`config.mk`:
```
export PLATFORM = sky130hd
export DESIGN_NAME = frame_accumulator
export DESIGN_NICKNAME = d
export VERILOG_FILES = /design/src/rtl/audio_pkg.sv /design/src/rtl/sq_acc_stage.sv /design/src/rtl/frame_accumulator.sv
export SDC_FILE = /design/constraint.sdc
export NUM_CORES = 1
export LEC_CHECK = 0
export ABC_CLOCK_PERIOD_IN_PS = 4900
export BUFFER_PORTS_ARGS = -buffer_cell sky130_fd_sc_hd__buf_2
export CORE_UTILIZATION = 31
export CTS_CLUSTER_SIZE = 8
export DETAILED_ROUTE_END_ITERATION = 7
export GPL_ROUTABILITY_DRIVEN = 0
export MAX_ROUTING_LAYER = met4
export PLACE_DENSITY_LB_ADDON = 0.05
export RECOVER_POWER = 25
export SLEW_MARGIN = 25
export SYNTH_ARGS = -nofsm -noshare
export SYNTH_HDL_FRONTEND = slang
export SYNTH_SLANG_ARGS = --single-unit
export TNS_END_PERCENT = 20
```
`constraint.sdc`:
```
create_clock -name clk -period 4.9 [get_ports clk]
set_input_delay 0.49 -clock clk [delete_from_list [all_inputs] [get_ports clk]]
set_output_delay 0.49 -clock clk [all_outputs]
set_load 0.02 [all_outputs]
```
`src/rtl/audio_pkg.sv`:
```
// Shared defaults and types for the audio frame statistics path.
package audio_pkg;

  localparam int unsigned DEF_IN_W      = 12;
  localparam int unsigned DEF_SAMPLE_W  = 8;
  localparam int unsigned DEF_FRAME_LEN = 256;
  localparam int unsigned DEF_OUT_W     = 24;

  typedef enum logic {
    IDLE,
    ACCUM
  } fa_state_t;

  // Sample counter width for a power-of-two frame length.
  function automatic int unsigned cnt_width(input int unsigned frame_len);
    return $clog2(frame_len);
  endfunction

endpackage

```
`src/rtl/sq_acc_stage.sv`:
```
// One statistics path: stage-1 sample (or square) register followed by a
// saturating stage-2 accumulator.
module sq_acc_stage #(
  parameter int unsigned SAMPLE_W = 8,
  parameter int unsigned OUT_W    = 24,
  parameter bit          SQUARE   = 1'b0
) (
  input  logic                clk,
  input  logic                rst,
  input  logic                i_load,
  input  logic [SAMPLE_W-1:0] i_sample,
  input  logic                i_add,
  input  logic                i_clr,
  output logic [OUT_W-1:0]    o_total
);

  localparam int unsigned SQ_W = 2 * SAMPLE_W;

  logic [SQ_W-1:0]  w_sq;
  logic [SQ_W-1:0]  r_s1;
  logic [OUT_W-1:0] r_acc;
  logic [OUT_W:0]   w_raw;

  assign w_sq = {{SAMPLE_W{1'b0}}, i_sample} * {{SAMPLE_W{1'b0}}, i_sample};

  always_ff @(posedge clk) begin
    if (rst) begin
      r_s1 <= '0;
    end else if (i_load) begin
      r_s1 <= SQUARE ? w_sq : {{SAMPLE_W{1'b0}}, i_sample};
    end
  end

  // Totals including the stage-1 value; clamps instead of wrapping.
  assign w_raw   = {1'b0, r_acc} + (OUT_W + 1)'(r_s1);
  assign o_total = w_raw[OUT_W] ? {OUT_W{1'b1}} : w_raw[OUT_W-1:0];

  always_ff @(posedge clk) begin
    if (rst || i_clr) begin
      r_acc <= '0;
    end else if (i_add) begin
      r_acc <= o_total;
    end
  end

endmodule

```
`src/rtl/frame_accumulator.sv`:
```
// Per-frame sum / sum-of-squares of truncated ADC samples with a registered
// valid/ready result that keeps accumulating while a result is pending.
module frame_accumulator
  import audio_pkg::*;
#(
  parameter int unsigned IN_W      = DEF_IN_W,
  parameter int unsigned SAMPLE_W  = DEF_SAMPLE_W,
  parameter int unsigned FRAME_LEN = DEF_FRAME_LEN,
  parameter int unsigned OUT_W     = DEF_OUT_W
) (
  input  logic             clk,
  input  logic             rst,
  input  logic             en,
  input  logic [IN_W-1:0]  sample_in,
  input  logic             sample_valid,
  output logic [OUT_W-1:0] sum,
  output logic [OUT_W-1:0] sum_sq,
  output logic             out_valid,
  input  logic             out_ready,
  output logic             overrun,
  output logic             busy
);

  localparam int unsigned CNT_W = cnt_width(FRAME_LEN);

  fa_state_t        r_state, w_state_next;
  logic [CNT_W-1:0] r_cnt;
  logic             r_s1_valid;
  logic [OUT_W-1:0] r_sum, r_sum_sq;
  logic             r_out_valid, r_overrun;

  logic                w_add, w_last, w_clr;
  logic [SAMPLE_W-1:0] w_s;
  logic [OUT_W-1:0]    w_sum_total, w_sq_total;
  logic                w_unused_lsbs;

  assign w_s           = sample_in[IN_W-1 -: SAMPLE_W];
  assign w_unused_lsbs = ^sample_in;

  always_ff @(posedge clk) begin
    if (rst) begin
      r_state <= IDLE;
    end else begin
      r_state <= w_state_next;
    end
  end

  always_comb begin
    w_state_next = r_state;
    w_add        = 1'b0;
    w_last       = 1'b0;
    w_clr        = 1'b1;
    busy         = 1'b0;
    unique case (r_state)
      IDLE: begin
        if (en) w_state_next = ACCUM;
      end
      ACCUM: begin
        busy = 1'b1;
        if (!en) begin
          w_state_next = IDLE;
        end else begin
          w_add  = r_s1_valid;
          w_last = r_s1_valid && (r_cnt == CNT_W'(FRAME_LEN - 1));
          w_clr  = w_last;
        end
      end
      default: w_state_next = IDLE;
    endcase
  end

  // Dropping en flushes stage 1 so a partial frame cannot leak into the next.
  always_ff @(posedge clk) begin
    if (rst) begin
      r_s1_valid <= 1'b0;
      r_cnt      <= '0;
    end else begin
      r_s1_valid <= en && sample_valid;
      if (w_clr) begin
        r_cnt <= '0;
      end else if (w_add) begin
        r_cnt <= r_cnt + 1'b1;
      end
    end
  end

  sq_acc_stage #(
    .SAMPLE_W (SAMPLE_W),
    .OUT_W    (OUT_W),
    .SQUARE   (1'b0)
  ) u_sum_path (
    .clk      (clk),
    .rst      (rst),
    .i_load   (en && sample_valid),
    .i_sample (w_s),
    .i_add    (w_add),
    .i_clr    (w_clr),
    .o_total  (w_sum_total)
  );

  sq_acc_stage #(
    .SAMPLE_W (SAMPLE_W),
    .OUT_W    (OUT_W),
    .SQUARE   (1'b1)
  ) u_sq_path (
    .clk      (clk),
    .rst      (rst),
    .i_load   (en && sample_valid),
    .i_sample (w_s),
    .i_add    (w_add),
    .i_clr    (w_clr),
    .o_total  (w_sq_total)
  );

  // A completing frame wins over acceptance; overrun only if nobody took the old one.
  always_ff @(posedge clk) begin
    if (rst) begin
      r_sum       <= '0;
      r_sum_sq    <= '0;
      r_out_valid <= 1'b0;
      r_overrun   <= 1'b0;
    end else if (w_last) begin
      r_sum       <= w_sum_total;
      r_sum_sq    <= w_sq_total;
      r_out_valid <= 1'b1;
      if (r_out_valid && !out_ready) r_overrun <= 1'b1;
    end else if (r_out_valid && out_ready) begin
      r_out_valid <= 1'b0;
    end
  end

  assign sum       = r_sum;
  assign sum_sq    = r_sum_sq;
  assign out_valid = r_out_valid;
  assign overrun   = r_overrun;

endmodule

```
==> results.md <==
- Outcome: finished, violations left
- Failing checks: capacitance limit, slew limit
- Worst-margin pin slew: between 2 and 2.5 ns
- Endpoint kind of the worst setup timing path: flip-flop
- Number of buffers and inverters on the critical path: 4
- Clock Sinks: 130
- Clock skew: ~0.014 ns
- Switching power summed over all nets: about 0.93 mW
- Total count of hold-check failures in the final report: 0
- Area share of the leading cell type in the synthesized netlist: 31.9%
- Async set-reset flop share out of synthesis: 0%
- Wire length per cell after detailed routing: ~17 um
- Chip Height: 164 um
- Largest net degree at the start of global routing: just over 60
- Clock latency on the worst-skew pair: between 0.4 and 0.5 ns
- Vias per cell: 5.14
- # nets final: around 1100
- Syn Nets: ~1100
- Proportion of total power due to net switching: approximately 30%
- Multiplexer share of the synthesized area: less than 1%
- Setup crit end: u_sq_path.r_s1[13]$_SDFFE_PP0P_
- Main flop type after synthesis: sky130_fd_sc_hd__dfxtp_1
- Relative slew margins: -56.5%
- Setup Fix Bufs, Post-CTS: 0
- Worst-case clock buffer depth: 2
- I/O pin count: between 60 and 70
- Internal reg-to-reg setup slack: around 1.4 ns
- Number of distinct library cells after synthesis: 63
- Global-route wire length before repair: around 38000 um
- Post-Synth Adder-Cell Area: between 10 and 15%
- Die extent in x: between 150 and 200 um
- Total of warnings raised by yosys: 0
- Reported max-cap violation count: 1
- Largest family of logic cells by synthesized area: compound AO/OA/AOI/OAI gates
- Cell at the slowest stage of the critical path: sky130_fd_sc_hd__fa_1
- Most used cell along the critical path: sky130_fd_sc_hd__fa_1
- Row Count: approximately 60
- Cell area after synthesis: 0.00817 mm2
- DRC violation count after routing: 0
- Grt ovf: 0
- Starting density of the core: 31.5%
- CTS tree: built
- Placeable core area: approximately 0.026 mm2
- Area growth syn-to-layout: 14.4%
- Logic depth of the worst path, buffers included: 16
- Cell area power density: 333 mW/mm2
- Largest cells by area after synthesis: sky130_fd_sc_hd__dfxtp_1, sky130_fd_sc_hd__ha_1, sky130_fd_sc_hd__fa_1
- R2R Path Start: u_sq_path.r_s1[0]$_SDFFE_PP0P_
- Cell chosen for the clock root: sky130_fd_sc_hd__clkbuf_16
- Worst hold slack after final layout: between 0.3 and 0.4 ns
- Delay of the slowest cell on the worst path: between 0.5 and 0.6 ns
- Avg Cell Area, Syn: 8.28 um2
- Critical path type: in2reg
- Compound-Gate Fraction of Synth Area: 22.5%
- Data arrival at the endpoint of the critical path: 4.64 ns
- Part of the total power dissipated in combinational logic: a little over a fifth
- Internal Power: between 2 and 2.5 mW
- Kind of start point of the critical path: primary input
- Via count: between 7000 and 8000
- Initial antenna violation count: 1
- Antenna-violating nets left: 0
- RSZ-0062 raised after global routing: false
- Crit path cell chain: buf_2, inv_1, nor2_1, fa_1, fa_1, inv_1, fa_1, fa_1, inv_1, ha_1, o21ai_0, nand2b_1, a31o_2, a31oi_1, nor4_1, a311o_1
- Post-synthesis sequential element count: between 100 and 150
- Capturing point of the worst reg2reg path: sum[15]$_SDFFE_PP0P_
- Total negative setup slack: 0 ns
- Gate Count Post-Synth: 986
- Number of buffers created by CTS: 17
- Fraction of final layout cells sized beyond drive strength 1: just under 9%
- CP startpoint: sample_in[7]
- Clock transition at path regs: ~0.06 ns
- Final-layout fill cell count: roughly 2700
- Global-route usage over all layers: between 10% and 20%
- Critical Path RT: between 5 and 6 ns
- Drt total wl: about 23000 um
- Seq/Total Area, Yosys: a little under a third
- Max Clk Rate: approximately 0.23 GHz
- Final setup vio count: 0
- Largest delay share family, worst path: adder cells
- Worst hold path class: in2reg
- EDFF count, synth: 0
- Worst voltage drop across the vdd grid: approximately 0.22 mV
- Tmin final: approximately 4.3 ns
- Fraction of synthesized cell area in xor and xnor cells: between 4 and 5%
- Vias in the first global route: 6624
- Detail Placement HPWL: around 17000 um
- PortBufs: 63
- Number of cells on the worst reg-to-reg path: 9
- Power share of the sequential group: between 30% and 40%
- Resize count post-CTS: 0
- Clock Power Share: 43.6%
- Htree depth: 4
- Max FO, Critical Path: 8
- Crit share post-route: 88.5%
- Static power due to leakage: between 3 and 4 nW
- Final Max Slew Viols: between 40 and 50
- Cell taking the most area after synthesis: sky130_fd_sc_hd__dfxtp_1
- Simple-gate area share of the yosys netlist: 20.2%
- First-pass iteration count of the detailed router: 4
- Area of the die: between 0.02 and 0.03 mm2
- Cts hold-fix bufs: 0
- First DRT Iteration DRCs: 412
[flip-flops by register name, indices dropped and copies added (netlist names), 7 cells and up]
name and cells:
r_cnt 8, sum 24, sum_sq 24, u_sq_path.r_acc 24, u_sq_path.r_s1 15, u_sum_path.r_acc 24
u_sum_path.r_s1 7
[final cells by class]
cell class,count,area [um2],area share [%]
clock inverters,13,175,1.88
well taps,335,419,4.49
multi-input cells,748,5140,55.0
inverters,57,214,2.29
flip-flops and latches,130,2600,27.9
clock buffers,19,443,4.74
repair buffers,73,344,3.68
diodes,1,2.50,0.0268
[logic make-up (layout without fill, tap and decap cells)]
kind of cell	Yosys count	after routing
buffers and inverters	108	162
adders and majority gates	81	81
DFF	130	130
and+or+nand+nor	335	335
other	0	1
AOI/OAI and AO/OA	283	283
xor gates and xnor gates	43	43
muxes	6	6
[layout by cell type, fill, tap and decap left out, types with 4 or more instances in the layout]
| master | netlist | routed |
|---|---|---|
| sky130_fd_sc_hd__a211oi_1 | 25 | 25 |
| sky130_fd_sc_hd__nor4_1 | 8 | 8 |
| sky130_fd_sc_hd__a41oi_1 | 7 | 7 |
| sky130_fd_sc_hd__dfxtp_1 | 130 | 130 |
| sky130_fd_sc_hd__a31oi_1 | 28 | 28 |
| sky130_fd_sc_hd__and3_1 | 19 | 18 |
| sky130_fd_sc_hd__xor2_1 | 10 | 10 |
| sky130_fd_sc_hd__a21oi_1 | 68 | 67 |
| sky130_fd_sc_hd__nor3_1 | 41 | 40 |
| sky130_fd_sc_hd__inv_1 | 57 | 57 |
| sky130_fd_sc_hd__ha_1 | 55 | 55 |
| sky130_fd_sc_hd__o21bai_1 | 4 | 4 |
| sky130_fd_sc_hd__mux2i_1 | 6 | 6 |
| sky130_fd_sc_hd__o211ai_1 | 4 | 4 |
| sky130_fd_sc_hd__clkbuf_1 | 40 | 36 |
| sky130_fd_sc_hd__or3_1 | 6 | 6 |
| sky130_fd_sc_hd__buf_2 | 5 | 29 |
| sky130_fd_sc_hd__xnor2_1 | 33 | 33 |
| sky130_fd_sc_hd__and4_1 | 5 | 5 |
| sky130_fd_sc_hd__or2_2 | 4 | 4 |
| sky130_fd_sc_hd__nand4_1 | 14 | 14 |
| sky130_fd_sc_hd__buf_4 | 0 | 9 |
| sky130_fd_sc_hd__nor2b_1 | 4 | 4 |
| sky130_fd_sc_hd__o21ai_0 | 76 | 76 |
| sky130_fd_sc_hd__nand3_1 | 20 | 20 |
| sky130_fd_sc_hd__o21a_1 | 6 | 6 |
| sky130_fd_sc_hd__nand2_1 | 70 | 70 |
| sky130_fd_sc_hd__nor2_1 | 99 | 99 |
| sky130_fd_sc_hd__clkbuf_16 | 0 | 17 |
| sky130_fd_sc_hd__nand2b_1 | 8 | 8 |
| sky130_fd_sc_hd__fa_1 | 26 | 26 |
| sky130_fd_sc_hd__a311oi_1 | 19 | 19 |
| sky130_fd_sc_hd__a21o_1 | 16 | 15 |
| sky130_fd_sc_hd__and2_1 | 22 | 22 |
| sky130_fd_sc_hd__clkinv_4 | 0 | 5 |
[power groups by stage]
stage / registers, mW / logic (mW) / clock network [mW]
final: 1.10 / 0.654 / 1.35
after global routing: 1.10 / 0.755 / 1.43
after CTS: 1.10 / 0.665 / 1.39
after detailed placement: 1.12 / 0.658 / 0
after global placement: 1.12 / 0.669 / 0
after floorplan: 1.11 / 0.514 / 0
[worst min-delay path, delay by kind of cell]
kind                   cells  cell delay, ns
buffers and inverters      1            0.07
and+or+nand+nor            1            0.10
AOI/OAI and AO/OA          1            0.06
[worst min path at each step]
stage,start,to,slack (ns),cells after the start
finish,out_ready,out_valid$_SDFFE_PP0P_,0.36,3
global route,out_ready,out_valid$_SDFFE_PP0P_,0.36,3
CTS,out_ready,out_valid$_SDFFE_PP0P_,0.34,3
detailed placement,sum_sq[22]$_SDFFE_PP0P_,sum_sq[22]$_SDFFE_PP0P_,0.45,2
global placement,sum_sq[20]$_SDFFE_PP0P_,sum_sq[20]$_SDFFE_PP0P_,0.45,2
floorplan,u_sq_path.r_s1[11]$_SDFFE_PP0P_,u_sq_path.r_s1[11]$_SDFFE_PP0P_,0.44,2
[layer usage]
| layer | GRT usage [%] | vias up | share of wire (%) | wire length [um] |
|---|---|---|---|---|
| met3 | 2.90 | 15 | 3.8 | 879 |
| met5 | - | - | 0 | 0 |
| li1 | - | 3647 | - | - |
| met2 | 27.5 | 113 | 44 | 10200 |
| met4 | 5.09 | 0 | 0.97 | 227 |
| met1 | 26.0 | 3294 | 52 | 12100 |
[cells in the mapped netlist, types with 3 or more instances]
master and number:
sky130_fd_sc_hd__a2111oi_0 3, sky130_fd_sc_hd__a211oi_1 25, sky130_fd_sc_hd__a21o_1 16, sky130_fd_sc_hd__a21oi_1 68, sky130_fd_sc_hd__a311oi_1 19, sky130_fd_sc_hd__a31oi_1 28, sky130_fd_sc_hd__a41oi_1 7, sky130_fd_sc_hd__and2_1 22
sky130_fd_sc_hd__and3_1 19, sky130_fd_sc_hd__and4_1 5, sky130_fd_sc_hd__buf_1 3, sky130_fd_sc_hd__buf_2 5, sky130_fd_sc_hd__buf_6 3, sky130_fd_sc_hd__clkbuf_1 40, sky130_fd_sc_hd__dfxtp_1 130, sky130_fd_sc_hd__fa_1 26
sky130_fd_sc_hd__ha_1 55, sky130_fd_sc_hd__inv_1 57, sky130_fd_sc_hd__mux2i_1 6, sky130_fd_sc_hd__nand2_1 70, sky130_fd_sc_hd__nand2b_1 8, sky130_fd_sc_hd__nand3_1 20, sky130_fd_sc_hd__nand4_1 14, sky130_fd_sc_hd__nor2_1 99
sky130_fd_sc_hd__nor2b_1 4, sky130_fd_sc_hd__nor3_1 41, sky130_fd_sc_hd__nor4_1 8, sky130_fd_sc_hd__o2111ai_1 3, sky130_fd_sc_hd__o211ai_1 4, sky130_fd_sc_hd__o21a_1 6, sky130_fd_sc_hd__o21ai_0 76, sky130_fd_sc_hd__o21bai_1 4
sky130_fd_sc_hd__o31ai_1 3, sky130_fd_sc_hd__or2_2 4, sky130_fd_sc_hd__or3_1 6, sky130_fd_sc_hd__or4_1 3, sky130_fd_sc_hd__xnor2_1 33, sky130_fd_sc_hd__xor2_1 10
[stage by stage]
step | std cells | setup WS [ns] | total power, mW | util (%) | area, um2
global placement | 1343 | 0.167 | 1.79 | 33.8 | 8770
detailed placement | 1343 | 0.158 | 1.78 | 33.8 | 8770
global route | 1376 | 0.230 | 3.29 | 36.0 | 9340
CTS | 1375 | 0.605 | 3.16 | 36.2 | 9380
finish | 1376 | 0.562 | 3.11 | 36.0 | 9340
floorplan | 986 | 0.432 | 1.63 | - | 8170
Note: power is estimated with default switching activity, not from simulation.
